--- src/rtl/hex_scan_ctrl.sv ---
// hex_scan_ctrl: time-multiplexed 6-digit common-anode 7-segment driver for HH:MM:SS.
//   Ports: clk, rst_n (async, active-low); bcd_in[23:0]/bcd_valid/bcd_ack handshake
//   for the packed BCD time; edit_sel[1:0] picks the blinking field (0 none, 1 sec,
//   2 min, 3 hr); enable=0 blanks the display; seg_n[6:0] (g..a) and dig_n[5:0] are
//   active-low registered outputs; frame_start pulses when the scan wraps 5 -> 0.
//   Optional macro HEX_SCAN_LZ_BLANK_EN blanks a leading zero in the hour-tens digit.
module hex_scan_ctrl #(
    parameter int SCAN_DIV     = 50000,
    parameter int GUARD        = 2,
    parameter int BLINK_FRAMES = 64
) (
    input  logic        clk,
    input  logic        rst_n,
    input  logic [23:0] bcd_in,
    input  logic        bcd_valid,
    output logic        bcd_ack,
    input  logic [1:0]  edit_sel,
    input  logic        enable,
    output logic [6:0]  seg_n,
    output logic [5:0]  dig_n,
    output logic        frame_start
);
    localparam int SW = SCAN_DIV > 1 ? $clog2(SCAN_DIV) : 1;
    localparam int BW = BLINK_FRAMES > 1 ? $clog2(BLINK_FRAMES) : 1;

    logic [SW-1:0] scan_cnt;
    logic [2:0]    idx;
    logic [23:0]   disp;
    logic [23:0]   pend_val;
    logic          pend;
    logic          blink_phase;
    logic [BW-1:0] blink_cnt;

    logic          slot_end;
    logic          wrap;
    logic          capture;
    logic          guard;
    logic          blank;
    logic          lz;
    logic [3:0]    nib;
    logic [6:0]    seg_lut;
    logic [6:0]    seg_next;
    logic [5:0]    dig_next;

    always_comb begin
        slot_end = scan_cnt == SW'(SCAN_DIV - 1);
        wrap     = slot_end && idx == 3'd5;
        capture  = bcd_valid && !bcd_ack;
        guard    = int'(scan_cnt) < GUARD;
        nib      = 4'(disp >> {idx, 2'b00});
        // digits pair up per field: idx[2:1] is 0 for sec, 1 for min, 2 for hr
        blank    = blink_phase && edit_sel != 2'd0 && {1'b0, idx[2:1]} == {1'b0, edit_sel - 2'd1};
`ifdef HEX_SCAN_LZ_BLANK_EN
        lz       = idx == 3'd5 && nib == 4'd0;
`else
        lz       = 1'b0;
`endif
        case (nib)
            4'd0:    seg_lut = 7'b1000000;
            4'd1:    seg_lut = 7'b1111001;
            4'd2:    seg_lut = 7'b0100100;
            4'd3:    seg_lut = 7'b0110000;
            4'd4:    seg_lut = 7'b0011001;
            4'd5:    seg_lut = 7'b0010010;
            4'd6:    seg_lut = 7'b0000010;
            4'd7:    seg_lut = 7'b1111000;
            4'd8:    seg_lut = 7'b0000000;
            4'd9:    seg_lut = 7'b0010000;
            default: seg_lut = 7'b1111111;
        endcase
        seg_next = (!enable || guard || blank || lz) ? 7'h7F : seg_lut;
        dig_next = (!enable || guard) ? 6'h3F : ~(6'd1 << idx);
    end

    always_ff @(posedge clk or negedge rst_n) begin
        if (!rst_n) begin
            scan_cnt    <= '0;
            idx         <= 3'd0;
            disp        <= 24'd0;
            pend_val    <= 24'd0;
            pend        <= 1'b0;
            blink_phase <= 1'b0;
            blink_cnt   <= '0;
            bcd_ack     <= 1'b0;
            frame_start <= 1'b0;
            seg_n       <= 7'h7F;
            dig_n       <= 6'h3F;
        end else begin
            scan_cnt    <= slot_end ? '0 : scan_cnt + SW'(1);
            if (slot_end)
                idx <= idx == 3'd5 ? 3'd0 : idx + 3'd1;
            frame_start <= wrap;
            bcd_ack     <= capture;
            seg_n       <= seg_next;
            dig_n       <= dig_next;
            if (capture)
                pend_val <= bcd_in;
            // swap takes the pre-edge pending value; a coincident capture stays pending
            if (wrap && pend)
                disp <= pend_val;
            pend <= capture || (pend && !wrap);
            if (wrap) begin
                if (blink_cnt == BW'(BLINK_FRAMES - 1)) begin
                    blink_cnt   <= '0;
                    blink_phase <= !blink_phase;
                end else begin
                    blink_cnt <= blink_cnt + BW'(1);
                end
            end
        end
    end
endmodule
--- config.mk ---
export PLATFORM = sky130hd
export DESIGN_NAME = hex_scan_ctrl
export DESIGN_NICKNAME = d
export VERILOG_FILES = /design/src/rtl/hex_scan_ctrl.sv
export SDC_FILE = /design/constraint.sdc
export NUM_CORES = 1
export LEC_CHECK = 0
export CORE_MARGIN = 3
export CORE_UTILIZATION = 30
export CTS_CLUSTER_DIAMETER = 200
export CTS_CLUSTER_SIZE = 10
export DETAILED_ROUTE_END_ITERATION = 8
export SYNTH_ARGS = -nofsm -noshare
export SYNTH_HDL_FRONTEND = slang
export SYNTH_SLANG_ARGS = --single-unit
--- constraint.sdc ---
create_clock -name clk -period 3.7 [get_ports clk]
set_input_delay 0.555 -clock clk [delete_from_list [all_inputs] [get_ports clk]]
set_output_delay 0.555 -clock clk [all_outputs]
set_load 0.01 [all_outputs]
==> flow_summary.yaml <==
clock_network:
  clkTransAtPathRegs_ns: 0.06
  clk_latency_ns: 0.34
  clock_sinks: 90
  cts_resized: 0
  cts_post_setup_buffers_inserted: 0
  clockBufferDepth: 2
  cts_hold_buf: 0
  cts_buffers: 9
  htreeDepth: 3
  ctsRootBufferMaster: "clkbuf_16"
  cts_tree: "yes"
sta:
  clock_skew_ns: 0.00768
  max_freq_mhz: 401
  setup_viol: 0
  finalHoldViolCount: 0
  finalSetupTns_ns: 0
  holdWs_ns: 0.374
  max_slew_margin: 0.355
  rsz0062_at_grt: "false"
  worst_pin_slew_ns: 0.968
  slew_viol_final: 0
  fin_crit_sh: 0.674
  min_period_ns: 2.49
worst_setup_path:
  crit_path_start_kind: "flip-flop"
  arrival_ns: 2.75
  cp_num_buf_inv: 1
  cp_max_fo: 15
  critical_path_class: "reg2reg"
  path_delay_family: "flip-flops"
  crit_chain: "mux2i_1 > nor3_1 > nor3_1 > inv_1 > ha_1 > a21boi_0 > o21ai_0"
  critPathMaxStageDelay_ns: 0.75
  cp_slowest_cell: "dfrtp_1"
  cpMostUsedCell: "nor3_1"
  end_kind: "flip-flop"
  cp.required_ns: 3.95
global_routing:
  grt_pass1_wl_um: 12600
  grt_start_max_net_pins: 79
  grt_pass1_vias: 2506
  grt_use_total: 0.108
  overflow: 0
  antenna_found_initial: 0
logic_synthesis:
  synth-seq-area-share: 0.548
  synth_cell_types: 46
  synthCells: 319
  synthesis.nets: 358
  synthesis.area_um2: 4140
  synthArstFlopShare: 1.00
  yosys_register_bits: 90
  synth_area_per_cell_um2: 13.0
  synth-edff-count: 0
  yosys_warnings: 0
  synthFlopType: "dfrtp_1"
finish:
  drive_gt1_frac: 0.257
  final_cell_mix: "dfrtp_1 (77), clkdlybuf4s50_1 (43), mux2_2 (29), mux2_4 (20), nor2_1 (19)"
  n_fill_cell: 1303
  final_common_cell: "dfrtp_1"
  syn_to_final_growth_pct: 21.0
  diodes: 0
  finalNetCount: 403
  layout.cells.non_filler: 545
place:
  placedCellCount: 529
  portBuffers: 44
  routabilityCongestion: 0.846
  hpwlAfterDp_um: 5310
die:
  die_w_um: 124
  io_pins: 45
  rows: 42
  core_um2: 13300
  dieArea_um2: 15300
  fp.dieH_um: 124
  initial_utilization: 0.310
power_and_ir_drop:
  vdd_drop_max_mv: 0.188
  power_density_nw_per_um2: 409
  p_leak_uw: 0.00225
detailed_routing:
  first_pass_iters: 4
  ant_nets: 0
  routedWlPerCell_um: 13.5
  num_vias: 2483
  totalWireLength_um: 7380
  drcViolationCount: 0
  viasPerCell: 4.56
  initialDrtViolationCount: 76
run:
  drv_cap: 0
outcome:
  status: "completed"
hold_path:
  hold_class: "in2async"
## kinds of logic after synthesis
| kind of cell | after synthesis | synth area share |
|---|---|---|
| flops | 90 | 0.548 |
| compound gates | 21 | 0.0405 |
| xor+xnor | 21 | 0.0444 |
| mux | 65 | 0.190 |
| buf+inv | 23 | 0.0332 |
| simple gates | 90 | 0.117 |
| fa+ha+maj | 9 | 0.0272 |
## flip-flops by register name, summed over array words and instances, names as in the netlist
signal,cells
seg_n,7
dig_n,6
scan_cnt,16
frame_start,1
idx,3
blink_phase,1
pend,1
bcd_ack,1
disp,24
pend_val,24
blink_cnt,6
## worst paths after layout
path	end	slack, ns	depth (start not counted)	start
max	seg_n[2]	1.21	7	idx[1]
max in group asynchronous	seg_n[5]	2.50	2	rst_n
min in group clk	scan_cnt[0]	0.46	1	scan_cnt[0]
min reg2reg	scan_cnt[0]	0.46	1	scan_cnt[0]
min	bcd_ack	0.37	1	rst_n
max reg2reg	seg_n[2]	1.21	7	idx[1]
## Yosys cell counts (2+ instances only)
library cell	n	area (um2)
o22ai_1	2	12.5
nor2b_1	5	31.3
nor3_1	11	55.1
xor2_1	12	105
nand2_1	18	67.6
dfrtp_1	77	1930
mux2_4	20	300
xnor2_1	9	78.8
inv_1	11	41.3
and4_2	3	30.0
o22a_1	2	17.5
o21ai_0	4	20.0
nand3_1	11	55.1
nand2b_1	2	12.5
ha_1	9	113
mux2_2	29	327
nor2_1	19	71.3
buf_2	4	20.0
nor2_2	2	12.5
and2_1	2	12.5
or4_1	2	15.0
clkbuf_1	4	15.0
a2bb2oi_1	3	26.3
buf_12	2	40.0
mux2i_1	16	160
dfstp_2	13	342
and3_1	4	25.0
or3_1	4	25.0
a21boi_0	2	15.0
## area by class of cell
class	count	area [um2]	area share
clock buffer	11	253	0.0504
multi-input combinational	206	1740	0.347
timing repair buffer	46	453	0.0904
tap	176	220	0.0439
inverter	11	41.3	0.00824
sequential	90	2270	0.453
clock inverter	5	37.5	0.00749
## per-layer routing
layer / track usage / wire [um]
met5: 0 / 0
met3: 0.0348 / 360
met2: 0.159 / 3350
met1: 0.148 / 3550
met4: 0.0436 / 118
## where the power goes
part           switching, uW  leakage (uW)  internal (uW)
registers               24.8       0.00114           1030
clock network            375      0.000138            494
logic                   48.0      0.000972           76.4
total                    448       0.00225           1600
## through the flow
stage                     setup slack, ns  utilization  area [um2]  power (uW)
after floorplan                      1.59            -        4140        1120
after global placement               1.37        0.354        4720        1200
after detailed placement             1.23        0.354        4720        1200
after CTS                            1.20        0.376        5010        2090
after global routing                0.938        0.376        5010        2140
final                                1.21        0.376        5010        2050
(Power assumes the default switching activity.)
